<file path="src/rtl/psa_pipe_if.sv">
// psa_pipe_if: operand/result bus of the pipelined subword adder.
//   master : producer/consumer side (drives operands, out_ready, err_clr)
//   slave  : the psa_pipe block
// Handshake: a beat moves across a side when valid && ready are both high
// at a rising clock edge; while valid is high and ready is low the sender
// holds valid and all data stable.
// Signals:
//   in_valid/in_ready  operand beat handshake
//   a, b               W-bit operands, lane i = [i*LANE_W +: LANE_W]
//   sub, sat           subtract select, saturate request
//   out_valid/out_ready result beat handshake
//   sum, lane_ovf, error  result, per-lane overflow, OR of lane_ovf
//   err_sticky, err_clr   sticky error flag and its clear
interface psa_pipe_if #(
  parameter int LANE_W = 4,
  parameter int LANES  = 4
) ();
  localparam int W = LANES * LANE_W;

  logic             in_valid;
  logic             in_ready;
  logic [W-1:0]     a;
  logic [W-1:0]     b;
  logic             sub;
  logic             sat;
  logic             out_valid;
  logic             out_ready;
  logic [W-1:0]     sum;
  logic [LANES-1:0] lane_ovf;
  logic             error;
  logic             err_sticky;
  logic             err_clr;

  modport master (
    output in_valid, a, b, sub, sat, out_ready, err_clr,
    input  in_ready, out_valid, sum, lane_ovf, error, err_sticky
  );

  modport slave (
    input  in_valid, a, b, sub, sat, out_ready, err_clr,
    output in_ready, out_valid, sum, lane_ovf, error, err_sticky
  );
endinterface

</file>
<file path="src/rtl/psa_pipe.sv">
// psa_pipe: two-stage pipelined parallel subword adder/subtractor.
// LANES independent signed lanes of LANE_W bits; no carry crosses lanes.
// S1 captures the operands; the lane sums are formed from S1 and latched
// into S2, which drives the result bus.
// Ports:
//   clk    rising-edge clock
//   rst_n  synchronous active-low reset (discards in-flight beats)
//   bus    psa_pipe_if.slave (operand in, result out, sticky error)
// Build option: define PSA_SAT_EN to build the saturation path; lanes that
// overflow with captured sat=1 then return the signed bound. Without it
// the sat input is ignored and all lanes wrap.
module psa_pipe #(
  parameter int LANE_W = 4,
  parameter int LANES  = 4
) (
  input  logic      clk,
  input  logic      rst_n,
  psa_pipe_if.slave bus
);
  localparam int W = LANES * LANE_W;

  // Stage 1 registers
  logic             r_s1_valid;
  logic [W-1:0]     r_s1_a;
  logic [W-1:0]     r_s1_b;
  logic             r_s1_sub;
`ifdef PSA_SAT_EN
  logic             r_s1_sat;
`else
  logic             w_unused_sat;
`endif

  // Stage 2 registers
  logic             r_s2_valid;
  logic [W-1:0]     r_s2_sum;
  logic [LANES-1:0] r_s2_ovf;
  logic             r_err_sticky;

  logic             w_s2_adv;
  logic             w_s1_adv;
  logic [W-1:0]     w_r;
  logic [W-1:0]     w_s2_d;
  logic [LANES-1:0] w_ovf;

  // A stage may load when it is empty or its content leaves this cycle.
  assign w_s2_adv = !r_s2_valid || bus.out_ready;
  assign w_s1_adv = !r_s1_valid || w_s2_adv;

  for (genvar g = 0; g < LANES; g++) begin : g_lane
    logic [LANE_W-1:0] w_a;
    logic [LANE_W-1:0] w_bx;
    logic [LANE_W-1:0] w_low;
    logic [1:0]        w_top;

    assign w_a  = r_s1_a[g*LANE_W +: LANE_W];
    // Subtraction as A + ~B + 1; the +1 enters as carry-in of the low part.
    assign w_bx = r_s1_b[g*LANE_W +: LANE_W] ^ {LANE_W{r_s1_sub}};
    // Low bits summed one bit wide so the carry into the MSB is visible.
    assign w_low = {1'b0, w_a[LANE_W-2:0]} + {1'b0, w_bx[LANE_W-2:0]}
                 + {{(LANE_W-1){1'b0}}, r_s1_sub};
    assign w_top = {1'b0, w_a[LANE_W-1]} + {1'b0, w_bx[LANE_W-1]}
                 + {1'b0, w_low[LANE_W-1]};
    assign w_r[g*LANE_W +: LANE_W] = {w_top[0], w_low[LANE_W-2:0]};
    // Signed overflow: carry into MSB differs from carry out of MSB.
    assign w_ovf[g] = w_low[LANE_W-1] ^ w_top[1];

`ifdef PSA_SAT_EN
    // Overflow direction follows A's sign: positive A -> 011..1, negative -> 100..0.
    assign w_s2_d[g*LANE_W +: LANE_W] = (w_ovf[g] && r_s1_sat)
      ? {w_a[LANE_W-1], {(LANE_W-1){~w_a[LANE_W-1]}}}
      : w_r[g*LANE_W +: LANE_W];
`else
    assign w_s2_d[g*LANE_W +: LANE_W] = w_r[g*LANE_W +: LANE_W];
`endif
  end

`ifndef PSA_SAT_EN
  assign w_unused_sat = bus.sat;
`endif

  always_ff @(posedge clk) begin
    if (!rst_n) begin
      r_s1_valid   <= 1'b0;
      r_s1_a       <= '0;
      r_s1_b       <= '0;
      r_s1_sub     <= 1'b0;
`ifdef PSA_SAT_EN
      r_s1_sat     <= 1'b0;
`endif
      r_s2_valid   <= 1'b0;
      r_s2_sum     <= '0;
      r_s2_ovf     <= '0;
      r_err_sticky <= 1'b0;
    end else begin
      if (w_s1_adv) begin
        r_s1_valid <= bus.in_valid;
        if (bus.in_valid) begin
          r_s1_a   <= bus.a;
          r_s1_b   <= bus.b;
          r_s1_sub <= bus.sub;
`ifdef PSA_SAT_EN
          r_s1_sat <= bus.sat;
`endif
        end
      end
      if (w_s2_adv) begin
        r_s2_valid <= r_s1_valid;
        // Result registers hold their last value while the stage is empty.
        if (r_s1_valid) begin
          r_s2_sum <= w_s2_d;
          r_s2_ovf <= w_ovf;
        end
      end
      // Setting on a taken error beat has priority over the clear.
      if (r_s2_valid && bus.out_ready && (|r_s2_ovf)) begin
        r_err_sticky <= 1'b1;
      end else if (bus.err_clr) begin
        r_err_sticky <= 1'b0;
      end
    end
  end

  assign bus.in_ready   = w_s1_adv;
  assign bus.out_valid  = r_s2_valid;
  assign bus.sum        = r_s2_sum;
  assign bus.lane_ovf   = r_s2_ovf;
  assign bus.error      = |r_s2_ovf;
  assign bus.err_sticky = r_err_sticky;
endmodule

</file>
<file path="src/flat_wrapper.sv">
// flat-port wrapper written by rule: the top's interface ports become plain ports
module psa_pipe_flat 
#(
  parameter int LANE_W = 4,
  parameter int LANES  = 4
)
  (clk, rst_n, bus_in_valid, bus_a, bus_b, bus_sub, bus_sat, bus_out_ready, bus_err_clr, bus_in_ready, bus_out_valid, bus_sum, bus_lane_ovf, bus_error, bus_err_sticky);
  psa_pipe_if #(.LANE_W(LANE_W), .LANES(LANES)) bus_i ();
  input  logic clk;
  input  logic rst_n;
  input wire logic [$bits(bus_i.in_valid)-1:0] bus_in_valid;
  input wire logic [$bits(bus_i.a)-1:0] bus_a;
  input wire logic [$bits(bus_i.b)-1:0] bus_b;
  input wire logic [$bits(bus_i.sub)-1:0] bus_sub;
  input wire logic [$bits(bus_i.sat)-1:0] bus_sat;
  input wire logic [$bits(bus_i.out_ready)-1:0] bus_out_ready;
  input wire logic [$bits(bus_i.err_clr)-1:0] bus_err_clr;
  output wire logic [$bits(bus_i.in_ready)-1:0] bus_in_ready;
  output wire logic [$bits(bus_i.out_valid)-1:0] bus_out_valid;
  output wire logic [$bits(bus_i.sum)-1:0] bus_sum;
  output wire logic [$bits(bus_i.lane_ovf)-1:0] bus_lane_ovf;
  output wire logic [$bits(bus_i.error)-1:0] bus_error;
  output wire logic [$bits(bus_i.err_sticky)-1:0] bus_err_sticky;
  assign bus_i.in_valid = bus_in_valid;
  assign bus_i.a = bus_a;
  assign bus_i.b = bus_b;
  assign bus_i.sub = bus_sub;
  assign bus_i.sat = bus_sat;
  assign bus_i.out_ready = bus_out_ready;
  assign bus_i.err_clr = bus_err_clr;
  assign bus_in_ready = bus_i.in_ready;
  assign bus_out_valid = bus_i.out_valid;
  assign bus_sum = bus_i.sum;
  assign bus_lane_ovf = bus_i.lane_ovf;
  assign bus_error = bus_i.error;
  assign bus_err_sticky = bus_i.err_sticky;
  psa_pipe #(.LANE_W(LANE_W), .LANES(LANES)) u_core (.clk(clk), .rst_n(rst_n), .bus(bus_i));
endmodule
</file>
<file path="config.mk">
export PLATFORM = sky130hd
export DESIGN_NAME = psa_pipe_flat
export DESIGN_NICKNAME = d
export VERILOG_FILES = /design/src/rtl/psa_pipe_if.sv /design/src/rtl/psa_pipe.sv /design/src/flat_wrapper.sv
export SDC_FILE = /design/constraint.sdc
export NUM_CORES = 1
export LEC_CHECK = 0
export BUFFER_PORTS_ARGS = -buffer_cell sky130_fd_sc_hd__buf_2
export CAP_MARGIN = 40
export CORE_ASPECT_RATIO = 0.7
export CORE_UTILIZATION = 48
export DETAILED_ROUTE_END_ITERATION = 7
export HOLD_SLACK_MARGIN = 0.03
export PLACE_DENSITY = 0.75
export SLEW_MARGIN = 20
export SYNTH_ARGS = -nofsm -noshare
export SYNTH_HDL_FRONTEND = slang
export SYNTH_SLANG_ARGS = --single-unit
</file>
<file path="constraint.sdc">
create_clock -name clk -period 2.2 [get_ports clk]
set_input_delay 0 -clock clk [delete_from_list [all_inputs] [get_ports clk]]
set_output_delay 0 -clock clk [all_outputs]
set_load 0.02 [all_outputs]
</file>
After elaboration in Yosys (flattened, before gate mapping)
Index checks and enable logic that the tools add are counted.

storage, ports and cells
  bits in registers = 56
  bits of input ports = 39
  output and inout port bits = 24

cells by class
  add/subtract/negate cells = 16
  mux-type cells = 2
  bitwise logic cells = 8
  reductions and logical operators = 10

operators with widths
  kind                  number
  adder 3 x 3 -> 4 bit  4
  adder 4 x 1 -> 4 bit  4
  XOR 4 bit             4
  adder 1 x 1 -> 2 bit  4
  adder 2 x 1 -> 2 bit  4
  AND reduction 2 bit   2
  OR reduction 4 bit    1
  XOR 1 bit             4
  logical AND 1 bit     2
  zero test 1 bit       2
  logical OR 1 bit      2
  two-way mux 1 bit     2
  nonzero test 2 bit    1

Longest topological paths before layout
  depth after elaboration = 5
  mapped depth = 9
  gate-level depth less buffers = 7

Worst setup path after synthesis
No wires, ideal clock.

  path type = reg-to-reg
  start = register u_core.r_s1_sub
  end = register u_core.r_s2_sum[7], in the netlist u_core.bus.sum[7]
  arrival = 2.116 ns
  slack = 0.025 ns
  stages on the path, launching flop included = 10
  path buffers = 2
  clock period less this slack = 2.175 ns
  cell sequence = dfxtp_1 buf_6 buf_2 xor2_1 ha_1 a21o_1 a31oi_4 fa_1 nand2_1 o211a_1

between the ends
  longest elaborated chain between the ends = 4
  elaborated cells on any way between the ends = 5
  classes of those cells = add/sub (4); bitwise (1)

ends and longest elaborated chain
  what                      RTL line         text
  start: declaration        psa_pipe.sv:26   logic r_s1_sub;
  start signal: assignment  psa_pipe.sv:100  r_s1_sub <= bus.sub;
  XOR 4 bit                 psa_pipe.sv:57   assign w_bx = r_s1_b[g*LANE_W +: LANE_W] ^ {LANE_W{r_s1_sub}};
  adder 3 x 3 -> 4 bit      psa_pipe.sv:59   assign w_low = {1'b0, w_a[LANE_W-2:0]} + {1'b0, w_bx[LANE_W-2:0]}
  adder 4 x 1 -> 4 bit      psa_pipe.sv:60   + {{(LANE_W-1){1'b0}}, r_s1_sub};
  adder 2 x 1 -> 2 bit (*)  psa_pipe.sv:62   + {1'b0, w_low[LANE_W-1]};
  end signal: assignment    psa_pipe.sv:110  r_s2_sum <= w_s2_d;
  end: declaration          psa_pipe.sv:35   logic [W-1:0] r_s2_sum;

Every way passes the cells marked *; elsewhere a longest branch is shown, timed or not.
A chain may end at the register's enable or synchronous reset.

Worst setup path after layout
  start = register u_core.r_s1_sub
  end = register u_core.r_s2_sum[11], in the netlist u_core.bus.sum[11]

Same word-level chain as after synthesis.

==> results.md <==
* Status: completed
* Remaining number of nets flagged by the antenna check after routing at 0
* Worst Max-Slew Pin Slew at 0.586 ns
* Leading cell types by total area after synthesis: sky130_fd_sc_hd__dfxtp_1 (41%), sky130_fd_sc_hd__nand2_1 (11%), sky130_fd_sc_hd__a21boi_0 (8.0%)
* Number of CTS-inserted buffers at 5
* Final Routed Wirelength at 5900 um
* Syn Std Cell Area at 0.00272 mm2
* Ratio of routed vias to standard cells at 4.84
* Final RePlAce weighted congestion at 0.725
* Count of flip-flops with a built-in enable after synthesis at 0
* Proportion of register bits with asynchronous set or reset after synthesis at 0
* Drt wl/cell at 13.1 um
* Fraction of the yosys area taken by sequential cells at 0.412
* CP Max Fanout at 9
* Area enclosed by the die boundary at 0.00598 mm2
* Type of the worst min-delay path: in -> reg
* Average cell area after synthesis at 9.61 um2
* Max_slew headroom at 0.609
* Total Power Consumption at 0.00220 W
* Clock transition time at the flip-flop clock pins of the worst setup and hold paths at 0.09 ns
* # Max-Cap Violations at 0
* Clock tree from TritonCTS: yes
* Area growth from synthesis to layout at 30.1%
* Pwr per Cell Area at 623 mW/mm2
* Post-place setup slack at roughly 0.14 ns
* Setup violators final at 0
* Synthesized instance count at 283
* Root Buffer Master: sky130_fd_sc_hd__clkbuf_8
* Clk_lat worst skew at 0.31 ns
* Number of sinks handled by clock tree synthesis at 56
* Crit start category: register
* Core box area at approximately 0.0053 mm2
* RSZ-0062 raised after global routing: false
* Total of flip-flops plus latches after synthesis at 56
* DRC marker count from the first detailed-route iteration at 90
* HPWL Detailed at 4000 um
* Vertical die dimension at 65.0 um
* Initial Util at 0.509
* Count of boundary I/O pins at 63
* Required time of the critical path at 2.46 ns
* Highest Clock Rate at 482 MHz
* Via count of the first global-routing pass at approximately 2000
* FILL cells at around 460
* Count of unresolved DRC violations after routing at 0
* Data arrival time of the worst path at 2.33 ns
* Global Route Usage Sum at 0.210
* Via Count at 2176
* Setup Fix Bufs, Post-CTS at 0
* Number of distinct library cells after synthesis at 25
* Antenna cells at 0
* Peak supply drop at 0.296 mV
* Worst setup EP type: register
* Class of the most critical setup path: reg -> reg
* Number of warnings reported in the yosys synthesis log at 0
* Pin count of the biggest net entering global routing at 40
* Layout cell share with drive strength beyond 1 at 0.222
* Setup TNS at 0 ns
* Die Wd at 92.0 um
* Number of antenna violations at the first check in global routing at 0
* Clock period minus final worst setup slack at 2.07 ns
* Leakage component of the power at 1.69 nW
* Setup skew after layout at between 0.004 and 0.005 ns
* Total Nets Final at about 430
* Number of rows in the core area at 22
* Pre-Repair DR Iteration Count at 4
* Final worst-path cycle share at 0.943
* Most used standard cell by instance count after synthesis: sky130_fd_sc_hd__nand2_1
* Leftover overflow at the end of global routing at 0
* Port Buffers at 61
* Global-route wire length before repair at 9720 um
* Cell taking the most area after synthesis: sky130_fd_sc_hd__dfxtp_1
* Mapped Nets at between 300 and 400
* Max-slew violation count at 0
* Area fraction of the dominant cell type after synthesis at 0.412
* # H-tree levels at 2
* Worst setup margin at 0.125 ns
* Endpoints failing hold at 0
* Most instantiated flip-flop cell in the synthesis netlist: sky130_fd_sc_hd__dfxtp_1
* Most frequent cells after synthesis: sky130_fd_sc_hd__nand2_1 (79), sky130_fd_sc_hd__dfxtp_1 (56), sky130_fd_sc_hd__a21boi_0 (29)
* Deepest clock path buffer count at 2
report_power, final:
part	switching, W	internal (W)	leakage, nW	total [W]
combinational	0.000256	0.000239	1.18	0.000495
sequential	0.0000448	0.00108	0.461	0.00112
clock	0.000328	0.000258	0.0455	0.000586
final timing paths:
path / startpoint / end / slack, ns / cells past startpoint
hold / removal: rst_n / u_core.bus.sum[6] / 0.21 / 2
hold reg to reg: u_core.r_s1_a[11] / u_core.r_s1_a[11] / 0.47 / 2
setup / recovery: u_core.r_s1_sub / u_core.bus.sum[11] / 0.13 / 8
setup reg to reg: u_core.r_s1_sub / u_core.bus.sum[11] / 0.13 / 8
state kept, by name, indices dropped and copies added (netlist names):
register	flops
u_core.r_s1_a	16
u_core.bus.err_sticky	1
u_core.r_s1_valid	1
u_core.r_s1_b	16
u_core.bus.lane_ovf	4
u_core.bus.sum	16
u_core.bus.out_valid	1
u_core.r_s1_sub	1
layout make-up:
class	instances	area [um2]	area share
Sequential cell	56	1120	0.317
Tap cell	72	90.1	0.0255
Multi-Input combinational cell	201	1480	0.418
Inverter	7	26.3	0.00742
Timing Repair Buffer	106	733	0.207
Clock buffer	8	90.1	0.0255
logic make-up (layout without fill, tap and decap cells):
kind of cell / count (synthesis) / count (layout) / share of synthesized area
muxes: 8 / 8 / 0.0368
xor gates and xnor gates: 24 / 24 / 0.0773
AOI/OAI and AO/OA: 64 / 64 / 0.201
and+or+nand+nor: 89 / 89 / 0.133
buffers and inverters: 26 / 121 / 0.0442
adders and majority gates: 16 / 16 / 0.0957
DFF: 56 / 56 / 0.412
per-stage QoR:
| stage | hold WS, ns | util | cells | area (um2) |
|---|---|---|---|---|
| floorplan | 0.135 | - | 283 | 2720 |
| global route | 0.245 | 0.663 | 450 | 3540 |
| global placement | 0.245 | 0.578 | 406 | 3090 |
| CTS | 0.223 | 0.663 | 450 | 3540 |
| finish | 0.207 | 0.663 | 450 | 3540 |
| detailed placement | 0.248 | 0.578 | 406 | 3090 |
layout by cell type (no fill, tap or decap), types with 2 or more instances in the layout:
master and count:
sky130_fd_sc_hd__a21boi_0 29, sky130_fd_sc_hd__a21boi_1 6, sky130_fd_sc_hd__a21o_1 4, sky130_fd_sc_hd__a21oi_1 4
sky130_fd_sc_hd__a31oi_4 4, sky130_fd_sc_hd__and2_1 2, sky130_fd_sc_hd__buf_2 61, sky130_fd_sc_hd__buf_4 9
sky130_fd_sc_hd__clkbuf_1 2, sky130_fd_sc_hd__clkbuf_8 6, sky130_fd_sc_hd__dfxtp_1 56, sky130_fd_sc_hd__dlygate4sd3_1 36
sky130_fd_sc_hd__fa_1 8, sky130_fd_sc_hd__ha_1 8, sky130_fd_sc_hd__inv_1 7, sky130_fd_sc_hd__mux2_4 4
sky130_fd_sc_hd__mux2i_1 4, sky130_fd_sc_hd__nand2_1 79, sky130_fd_sc_hd__nor2b_1 5, sky130_fd_sc_hd__o211a_1 12
sky130_fd_sc_hd__o21ai_0 4, sky130_fd_sc_hd__xnor2_1 16, sky130_fd_sc_hd__xor2_1 8
critical path: stages, from the launching register on:
cell and delay (ns):
sky130_fd_sc_hd__dfxtp_1 0.32, sky130_fd_sc_hd__buf_4 0.17, sky130_fd_sc_hd__xor2_1 0.15, sky130_fd_sc_hd__ha_1 0.35, sky130_fd_sc_hd__a21o_1 0.23, sky130_fd_sc_hd__a31oi_4 0.17
sky130_fd_sc_hd__fa_1 0.43, sky130_fd_sc_hd__nand2_1 0.07, sky130_fd_sc_hd__o211a_1 0.13
layer usage:
metal,global-route usage,share of wire,vias to the layer above
met5,0,0,-
met4,0.0410,0.0076,0
met3,0.0469,0.045,8
met2,0.321,0.41,58
met1,0.304,0.54,993
li1,-,-,1117
what timing repair did:
item	in CTS	in global routing
resized for setup	0	0
hold buffers	36	0
endpoints found under the hold margin	36	0
Power figures use the tool's default switching activity.
